===== src/rtl/temp_bcd_converter_seq_pkg.sv =====
// Shared encodings, sizes and saturation helpers for the sequential
// Celsius/Fahrenheit to BCD converter.
package temp_bcd_converter_seq_pkg;

    typedef enum logic [1:0] {
        ST_IDLE = 2'd0,
        ST_DIV  = 2'd1,
        ST_BCD  = 2'd2,
        ST_OUT  = 2'd3
    } state_t;

    localparam int TEMP_W    = 8;
    localparam int DIV_W     = 12;
    localparam int DIV_STEPS = 12;
    localparam int BCD_STEPS = 8;

    localparam logic [7:0]       MAX_MAG        = 8'd99;
    localparam logic [DIV_W-1:0] FAHR_OFFSET_X5 = 12'd160;
    localparam logic [3:0]       DIV_LAST       = 4'd11;
    localparam logic [3:0]       BCD_LAST       = 4'd7;

    // Magnitude larger than two decimal digits can show
    function automatic logic is_over(input logic [DIV_W-1:0] mag);
        return (mag > {4'd0, MAX_MAG});
    endfunction

    // Clamp a magnitude to the two-digit display range
    function automatic logic [7:0] sat_mag(input logic [DIV_W-1:0] mag);
        logic [7:0] res;
        if (is_over(mag)) begin
            res = MAX_MAG;
        end else begin
            res = mag[7:0];
        end
        return res;
    endfunction

endpackage


===== src/rtl/temp_bcd_converter_seq_dabble.sv =====
// Sequential 8-bit binary to two-digit BCD converter: load once, then
// eight shift-add-3 steps leave the digits in the upper byte.
module bcd_dabble_8
    import temp_bcd_converter_seq_pkg::*;
(
    input  logic       clock,
    input  logic       Reset,
    input  logic       load,
    input  logic       step,
    input  logic [7:0] bin,
    output logic [3:0] tens,
    output logic [3:0] ones
);

    logic [15:0] shift_r;
    logic [15:0] adj_s;

    // Add 3 to each BCD nibble that would overflow past 9 on the next shift
    always_comb begin
        adj_s = shift_r;
        if (shift_r[11:8] >= 4'd5) begin
            adj_s[11:8] = shift_r[11:8] + 4'd3;
        end else begin
            adj_s[11:8] = shift_r[11:8];
        end
        if (shift_r[15:12] >= 4'd5) begin
            adj_s[15:12] = shift_r[15:12] + 4'd3;
        end else begin
            adj_s[15:12] = shift_r[15:12];
        end
    end

    // Shift register holding {tens, ones, remaining binary}
    always_ff @(posedge clock) begin
        if (!Reset) begin
            shift_r <= 16'd0;
        end else if (load) begin
            shift_r <= {8'd0, bin};
        end else if (step) begin
            shift_r <= {adj_s[14:0], 1'b0};
        end else begin
            shift_r <= shift_r;
        end
    end

    assign tens = shift_r[15:12];
    assign ones = shift_r[11:8];

endmodule


===== src/rtl/temp_bcd_converter_seq.sv =====
// Converts a signed Celsius sample to Fahrenheit via a restoring divider
// and presents both as sign/overflow flags plus two BCD digits each.
module temp_bcd_converter_seq
    import temp_bcd_converter_seq_pkg::*;
(
    input  logic        clock,
    input  logic        Reset,
    input  logic        Start,
    input  logic [7:0]  Temperature,
    output logic [3:0]  FTens,
    output logic [3:0]  FOnes,
    output logic [3:0]  CTens,
    output logic [3:0]  COnes,
    output logic        FNeg,
    output logic        CNeg,
    output logic        FOver,
    output logic        COver,
    output logic        Busy,
    output logic        DONE
);

    state_t           state_r;
    logic [3:0]       cnt_r;
    logic [DIV_W-1:0] dividend_r;
    logic [DIV_W-1:0] quot_r;
    logic [3:0]       rem_r;
    logic             nneg_r;
    logic             cneg_r;
    logic             cover_r;
    logic [7:0]       cmag_r;
    logic             fneg_int_r;
    logic             fover_int_r;

    logic [DIV_W-1:0] temp_ext_s;
    logic [DIV_W-1:0] n_s;
    logic [DIV_W-1:0] n_abs_s;
    logic [7:0]       c_abs_s;
    logic [4:0]       rem_shift_s;
    logic [4:0]       rem_diff_s;
    logic [3:0]       rem_next_s;
    logic             q_bit_s;
    logic [DIV_W-1:0] quot_next_s;
    logic             dab_load_s;
    logic             dab_step_s;
    logic [7:0]       f_bin_s;
    logic [3:0]       f_tens_s;
    logic [3:0]       f_ones_s;
    logic [3:0]       c_tens_s;
    logic [3:0]       c_ones_s;

    // N = 9*C + 160 (i.e. 5*F), magnitudes, and one restoring-division step
    always_comb begin
        temp_ext_s  = {{(DIV_W-TEMP_W){Temperature[TEMP_W-1]}}, Temperature};
        n_s         = (temp_ext_s << 3) + temp_ext_s + FAHR_OFFSET_X5;
        n_abs_s     = n_s[DIV_W-1] ? (~n_s + 12'd1) : n_s;
        c_abs_s     = Temperature[TEMP_W-1] ? (~Temperature + 8'd1) : Temperature;
        rem_shift_s = {rem_r, dividend_r[DIV_W-1]};
        rem_diff_s  = rem_shift_s - 5'd5;
        if (rem_shift_s >= 5'd5) begin
            rem_next_s = rem_diff_s[3:0];
            q_bit_s    = 1'b1;
        end else begin
            rem_next_s = rem_shift_s[3:0];
            q_bit_s    = 1'b0;
        end
        quot_next_s = {quot_r[DIV_W-2:0], q_bit_s};
        f_bin_s     = sat_mag(quot_next_s);
        dab_load_s  = (state_r == ST_DIV) && (cnt_r == DIV_LAST);
        dab_step_s  = (state_r == ST_BCD);
    end

    bcd_dabble_8 u_dabble_f (
        .clock (clock),
        .Reset (Reset),
        .load  (dab_load_s),
        .step  (dab_step_s),
        .bin   (f_bin_s),
        .tens  (f_tens_s),
        .ones  (f_ones_s)
    );

    bcd_dabble_8 u_dabble_c (
        .clock (clock),
        .Reset (Reset),
        .load  (dab_load_s),
        .step  (dab_step_s),
        .bin   (cmag_r),
        .tens  (c_tens_s),
        .ones  (c_ones_s)
    );

    // Control FSM, inline divider and registered outputs
    always_ff @(posedge clock) begin
        if (!Reset) begin
            state_r     <= ST_IDLE;
            cnt_r       <= 4'd0;
            dividend_r  <= 12'd0;
            quot_r      <= 12'd0;
            rem_r       <= 4'd0;
            nneg_r      <= 1'b0;
            cneg_r      <= 1'b0;
            cover_r     <= 1'b0;
            cmag_r      <= 8'd0;
            fneg_int_r  <= 1'b0;
            fover_int_r <= 1'b0;
            FTens       <= 4'd0;
            FOnes       <= 4'd0;
            CTens       <= 4'd0;
            COnes       <= 4'd0;
            FNeg        <= 1'b0;
            CNeg        <= 1'b0;
            FOver       <= 1'b0;
            COver       <= 1'b0;
            Busy        <= 1'b0;
            DONE        <= 1'b0;
        end else begin
            case (state_r)
                ST_IDLE: begin
                    DONE <= 1'b0;
                    if (Start) begin
                        dividend_r <= n_abs_s;
                        quot_r     <= 12'd0;
                        rem_r      <= 4'd0;
                        cnt_r      <= 4'd0;
                        nneg_r     <= n_s[DIV_W-1];
                        cneg_r     <= Temperature[TEMP_W-1];
                        cover_r    <= is_over({4'd0, c_abs_s});
                        cmag_r     <= sat_mag({4'd0, c_abs_s});
                        Busy       <= 1'b1;
                        state_r    <= ST_DIV;
                    end else begin
                        Busy <= 1'b0;
                    end
                end
                ST_DIV: begin
                    dividend_r <= {dividend_r[DIV_W-2:0], 1'b0};
                    rem_r      <= rem_next_s;
                    quot_r     <= quot_next_s;
                    if (cnt_r == DIV_LAST) begin
                        // A zero quotient is shown unsigned even when N < 0
                        fneg_int_r  <= nneg_r && (quot_next_s != 12'd0);
                        fover_int_r <= is_over(quot_next_s);
                        cnt_r       <= 4'd0;
                        state_r     <= ST_BCD;
                    end else begin
                        cnt_r <= cnt_r + 4'd1;
                    end
                end
                ST_BCD: begin
                    if (cnt_r == BCD_LAST) begin
                        cnt_r   <= 4'd0;
                        state_r <= ST_OUT;
                    end else begin
                        cnt_r <= cnt_r + 4'd1;
                    end
                end
                ST_OUT: begin
                    FTens   <= f_tens_s;
                    FOnes   <= f_ones_s;
                    CTens   <= c_tens_s;
                    COnes   <= c_ones_s;
                    FNeg    <= fneg_int_r;
                    CNeg    <= cneg_r;
                    FOver   <= fover_int_r;
                    COver   <= cover_r;
                    DONE    <= 1'b1;
                    Busy    <= 1'b0;
                    state_r <= ST_IDLE;
                end
                default: begin
                    state_r <= ST_IDLE;
                    Busy    <= 1'b0;
                    DONE    <= 1'b0;
                end
            endcase
        end
    end

endmodule


===== config.mk =====
export PLATFORM = sky130hd
export DESIGN_NAME = temp_bcd_converter_seq
export DESIGN_NICKNAME = d
export VERILOG_FILES = /design/src/rtl/temp_bcd_converter_seq_pkg.sv /design/src/rtl/temp_bcd_converter_seq_dabble.sv /design/src/rtl/temp_bcd_converter_seq.sv
export SDC_FILE = /design/constraint.sdc
export NUM_CORES = 1
export LEC_CHECK = 0
export CAP_MARGIN = 20
export CORE_AREA = 3 3 105 107
export CTS_BUF_LIST = sky130_fd_sc_hd__clkbuf_2 sky130_fd_sc_hd__clkbuf_4 sky130_fd_sc_hd__clkbuf_8
export DETAILED_ROUTE_END_ITERATION = 7
export DIE_AREA = 0 0 108 110
export PLACE_DENSITY = 0.76
export SYNTH_ARGS = -nofsm -noshare
export SYNTH_HDL_FRONTEND = slang
export SYNTH_HIERARCHICAL = 1
export SYNTH_SLANG_ARGS = --single-unit
export TNS_END_PERCENT = 5

===== constraint.sdc =====
create_clock -name clock -period 3.4 [get_ports clock]
set_input_delay 1.02 -clock clock [delete_from_list [all_inputs] [get_ports clock]]
set_output_delay 1.02 -clock clock [all_outputs]
set_load 0.02 [all_outputs]

==> results of run 1 <==
layout make-up:
cell class	instances	area, sq um	area share (%)
Timing Repair Buffer	82	696	10.6
Multi-Input combinational cell	466	3360	51.3
Clock buffer	10	138	2.11
Inverter	28	105	1.61
Tap cell	136	170	2.60
Sequential cell	100	2000	30.6
Clock inverter	6	68.8	1.05
metal layers:
layer	up-vias	GRT usage, %
met5	-	0
met4	0	6.94
met3	21	3.09
met2	85	36.6
met1	2158	24.5
li1	2355	-
synthesized netlist by cell type (6+ instances only):
master,n
and2_1,19
clkbuf_1,18
o21ai_1,9
dfxtp_1,100
a21oi_1,27
a2111o_1,7
nand3b_1,6
nand2_1,56
a21boi_0,6
buf_2,7
nand2b_1,13
mux2i_1,42
xnor2_1,10
o21ai_0,43
xor2_1,7
nand3_1,17
o211ai_1,12
or3_1,14
a22oi_1,17
inv_1,27
nor2b_1,45
ha_1,29
nor2_1,20
cell usage in the layout (no fill, tap or decap), types with 7 or more instances in the layout:
cell and count:
o211ai_1 12, dfxtp_1 100, nand3_1 16, or3_1 14
a22oi_1 17, xnor2_1 9, o21ai_1 9, clkbuf_8 10
mux2i_1 42, a21oi_1 27, clkdlybuf4s50_1 29, nor2b_1 45
xor2_1 7, ha_1 22, a2111o_1 7, o21ai_0 43
nand2_1 56, nor2_1 20, inv_1 24, buf_4 50
nand2b_1 13, and2_1 19
stage by stage:
step | TNS, ns | area, sq um | hold slack [ns] | setup WS [ns]
floorplan | -0.00234 | 5520 | 0.436 | -0.00234
CTS | 0 | 6420 | 0.468 | 0.00936
finish | 0 | 6540 | 0.464 | 0.0300
detailed placement | -4.19 | 6190 | 0.457 | -0.499
global route | -0.251 | 6540 | 0.494 | -0.0608
global placement | -3.47 | 6190 | 0.443 | -0.375
power groups by stage:
stage | combinational, mW | sequential [mW] | clock, mW
3_3_place_gp | 1.01 | 1.39 | 0
4_1_cts | 1.06 | 1.37 | 0.800
6_report | 1.10 | 1.37 | 0.779
3_5_place_dp | 1.05 | 1.40 | 0
5_1_grt | 1.22 | 1.39 | 0.845
2_1_floorplan | 0.812 | 1.37 | 0
logic make-up (layout without fill, tap and decap cells):
logic type | Yosys count | in the layout | share of synthesized area (%)
compound gates | 162 | 162 | 19.7
xor+xnor | 17 | 17 | 2.70
fa+ha+maj | 30 | 30 | 6.94
buf+inv | 61 | 126 | 5.30
flops | 100 | 100 | 36.3
mux | 43 | 43 | 7.82
other cells | 1 | 1 | 0.0679
simple gates | 213 | 213 | 21.2
path summary, 6_finish.rpt:
path                   from       endpoint  slack (ns)  cells past startpoint
max          Temperature[6]  dividend_r[1]        0.03                     10
min           dividend_r[3]  dividend_r[3]        0.46                      2
max reg2reg      state_r[1]  dividend_r[7]        0.80                      8
min reg2reg   dividend_r[3]  dividend_r[3]        0.46                      2
worst max-delay path, delay by kind of cell:
kind / cells / cell delay, ns
muxes: 2 / 0.42
and+or+nand+nor: 2 / 0.52
adders and majority gates: 2 / 0.67
AOI/OAI and AO/OA: 2 / 0.36
buffers and inverters: 2 / 0.63
timing repair:
action / 4_1_cts / 5_1_grt
hold buffers: 0 / 0
pin swaps: 1 / 4
buffers inserted: 0 / 1
setup endpoints to repair: 4 / 11
gates resized for setup: 4 / 17
sequential cells by signal, indices dropped and copies added, names as in the netlist, 8 cells and up:
signal / cells
quot_r: 11
u_dabble_c/shift_r: 16
dividend_r: 12
cmag_r: 8
u_dabble_f/shift_r: 16
==> results.toml, run 1 <==
[grt]
grt_pass1_wl_mm = 19.9
grt_remaining_overflow = 0
track_usage_pct = 20.2
grt_start_max_net_pins = 36
grt_antenna_before_repair = 0
grt_pass1_vias = 4486

[layout]
nets = 728
antenna_cells = 0
area_delta_synth_final_pct = 18.4
fillerInstances = 834
drive_gt1_share_pct = 13.3
instances_no_fill = 828
final_util_pct = 63.9

[critical_path]
slowest_delay_ns = 0.47
slowest_stage = "clkdlybuf4s50_1"
cp.required_ns = 3.65
cp_max_fo = 4
worstSetupPathType = "primary input to flop"
crit_path_start_kind = "primary input"
crit_top_cell = "ha_1"
critPathCaptureType = "flop"
cp_cell_sequence = "clkdlybuf4s50_1 > ha_1 > ha_1 > nand3_2 > or3_4 > a211oi_4 > buf_4 > mux2_4 > mux2i_1 > o21ai_1"
critPathArrivalTime_ns = 3.62

[synth]
syn_area_sq_um = 5520
syn_area_per_cell_sq_um = 8.80
synth_nets = 668
ys_ff_latch = 100
async_reset_ff_share_pct = 0
synth_top_area_cell = "dfxtp_1"
synth_ff_type = "dfxtp_1"
synth_top_area_share_pct = 36.3
ys.warnings.count = 6
ys_seq_area_share_pct = 36.3
synth_cell_types = 63
synth_area_leaders = "dfxtp_1 (36%), mux2i_1 (7.6%), ha_1 (6.6%), nor2b_1 (5.1%), o21ai_0 (3.9%)"
synth_edf_count = 0
syn_inst = 627

[drt]
wl_per_cell_microns = 14.2
dr_total_vias = 4619
via_per_inst = 5.58
wl_met1_mm = 5.43
wl_met3_microns = 340
post-route-drc-count = 0
wl_met2_mm = 5.76
wl_mm = 11.7
routed.top_layer = "met4"
drtAntennaViolNets = 0
drtIter0Drc = 188
first_pass_iters = 5

[clocking]
cts_tree = "yes"
cts.sinks = 100
cts_made_buffers = 9
cts.path.max_buffers = 2
htreeDepth = 3
path_clk_slew_ns = 0.09
clock_latency_ns = 0.36
root_buffer = "clkbuf_8"

[sta]
relSlewSlack_pct = 56.2
setup_violations = 0
tightestPinTransition_ns = 0.652
skew_ns = 0.0124
finalCritPeriodShare_pct = 99.1
hold_violations = 0
report.final.slew_viol_count = 0
finalCriticalPeriod_ns = 3.37
clock.fmax_ghz = 0.297
rsz0062_at_grt = "true"

[placed_design]
dp_hpwl_mm = 8.45
portBuffers = 32
gp_congestion = 0.871
dp.cells = 811

[power]
p_comb_share_pct = 33.8
power_density_nw_per_um2 = 498
power.switching_mw = 1.14
p_sw_share_pct = 35.1
p_leak_nw = 2.36
power_mw = 3.25
p_int_mw = 2.11
sequentialPowerShare_pct = 42.2
p_clk_share_pct = 24.0
irDropWorstVdd_uv = 261

[floorplanning]
top_level_ports = 33
rows = 37
die_width_microns = 108
die-area_sq_um = 11900
start_util_pct = 53.9
die_y_microns = 110
core_sq_um = 10200

[run]
timing.max_cap.violations = 0

[hold_path]
hp-class = "flop to flop"

[run_status]
status = "finished clean"
No activity file was read; power rests on OpenSTA's default activity.
==> run 2, diff against run 1 <==
Settings changed: CTS_CLUSTER_DIAMETER from default to 30.
Clock period 3.4 ns to 4.06 ns, I/O delays scaled along.
==> run 2 against run 1 <==
Utilization shrank 3.5 points. Combinational power is 24% lower. Count of clock-buffer cells in the layout is 1 lower. Clock skew decreased by 0.0013 ns. Global-route usage fell by 0.24 points. Largest cell class unchanged. Register-to-register slack gained 0.67 ns. Critical path type unchanged. Sequential share of layout area rose by 1.8 points. Cell area shrank 5.5%. Die area unchanged. Sequential power down 16%. Clock power is 25% lower.
==> results.toml, run 2 (synthesis gave the netlist of run 1 again) <==
[run]
timing.max_cap.violations = 0

[grt]
track_usage_pct = 20.0
grt_antenna_before_repair = 0
grt_remaining_overflow = 0
grt_pass1_wl_mm = 19.6
grt_pass1_vias = 4371
grt_start_max_net_pins = 44

[placed_design]
dp.cells = 785
gp_congestion = 0.887
dp_hpwl_mm = 8.37
place_ws_ns = 0.0268
portBuffers = 32
placed_area_sq_um = 5990

[sta]
clock.fmax_ghz = 0.272
tns_ns = 0
relSlewSlack_pct = 43.9
tightestPinTransition_ns = 0.841
setup_violations = 0
report.final.slew_viol_count = 0
skew_ns = 0.0111
finalCriticalPeriod_ns = 3.67
setup_slack_ns = 0.390
rsz0062_at_grt = "false"
whs_ns = 0.465
finalCritPeriodShare_pct = 90.4
hold_violations = 0

[layout]
final_util_pct = 60.4
reg_top3 = "u_dabble_c/shift_r: 16 flops, u_dabble_f/shift_r: 16 flops, dividend_r: 12 flops"
final_common_cell = "dfxtp_1"
instances_no_fill = 801
drive_gt1_share_pct = 7.07
antenna_cells = 0
stdcell_area_sq_um = 6170
most-common-layout-cells = "dfxtp_1 (100), nand2_1 (56), nor2b_1 (45)"
area_delta_synth_final_pct = 11.9
nets = 701

[clocking]
htreeDepth = 3
clock_latency_ns = 0.36
post-cts-setup-buffers = 0
cts.path.max_buffers = 2
cts_tree = "yes"
holdBufCountCts = 0
path_clk_slew_ns = 0.10
root_buffer = "clkbuf_8"
cts_made_buffers = 9
post_cts_resized = 0
cts.sinks = 100

[hold_path]
hp-class = "flop to flop"
min_to = "dividend_r[1]"
hp-start = "dividend_r[1]"
whs_path_depth = 2

[drt]
drtAntennaViolNets = 0
dr_total_vias = 4510
via_per_inst = 5.63
wl_per_cell_microns = 14.3
first_pass_iters = 5
post-route-drc-count = 0
wl_mm = 11.5
drtIter0Drc = 273

[floorplanning]
die_width_microns = 108
rows = 37
die_y_microns = 110
core_sq_um = 10200
die-area_sq_um = 11900
top_level_ports = 33
start_util_pct = 53.9

[critical_path]
crit_path_start_kind = "primary input"
critPathCaptureType = "flop"
worstSetupPathType = "primary input to flop"
critPathArrivalTime_ns = 3.92
reg2reg_setup_slack_ns = 1.47
worstReg2RegStart = "state_r[1]"
cp.required_ns = 4.31
cp_max_fo = 3
rr_endpoint = "dividend_r[7]"
reg2reg_depth = 8

[power]
p_leak_nw = 2.19
power_mw = 2.58
irDropWorstVdd_uv = 220
power_density_nw_per_um2 = 417

[run_status]
status = "finished clean"
[run 2: layout make-up]
class | instances | area [sq um]
Clock buffer | 9 | 124
Clock inverter | 7 | 58.8
Fill cell | 894 | 4060
Inverter | 28 | 105
Multi-Input combinational cell | 466 | 3230
Sequential cell | 100 | 2000
Tap cell | 136 | 170
Timing Repair Buffer | 55 | 488
[run 2: how the worst max path moves through the flow]
stage / from / to / slack (ns) / cells after the start
floorplan: Temperature[7] / dividend_r[1] / 0.44 / 11
global placement: Temperature[4] / dividend_r[10] / 0.08 / 10
detailed placement: Temperature[1] / dividend_r[10] / 0.03 / 10
CTS: Temperature[1] / dividend_r[10] / 0.41 / 10
global route: Temperature[4] / dividend_r[10] / 0.22 / 10
finish: Temperature[1] / dividend_r[10] / 0.39 / 10
[run 2: critical path, stage by stage]
cell and delay [ns]:
clkdlybuf4s50_1 0.44, ha_1 0.31, ha_1 0.23, fa_1 0.41
a211oi_1 0.37, o21a_1 0.21, o221ai_1 0.16, o31ai_1 0.32
xnor2_1 0.16, a21oi_1 0.08
[run 2: where the power goes]
group	internal (mW)	switching, mW
combinational	0.325	0.512
sequential	1.08	0.0752
clock	0.233	0.355
[run 2: metal layers]
metal  part of all wire [%]  vias up  track usage [%]
met2                     51       75             35.9
li1                       -     2297                -
met5                      0        -                0
met3                    2.5       10             3.09
met1                     46     2128             24.6
met4                   0.79        0             6.58
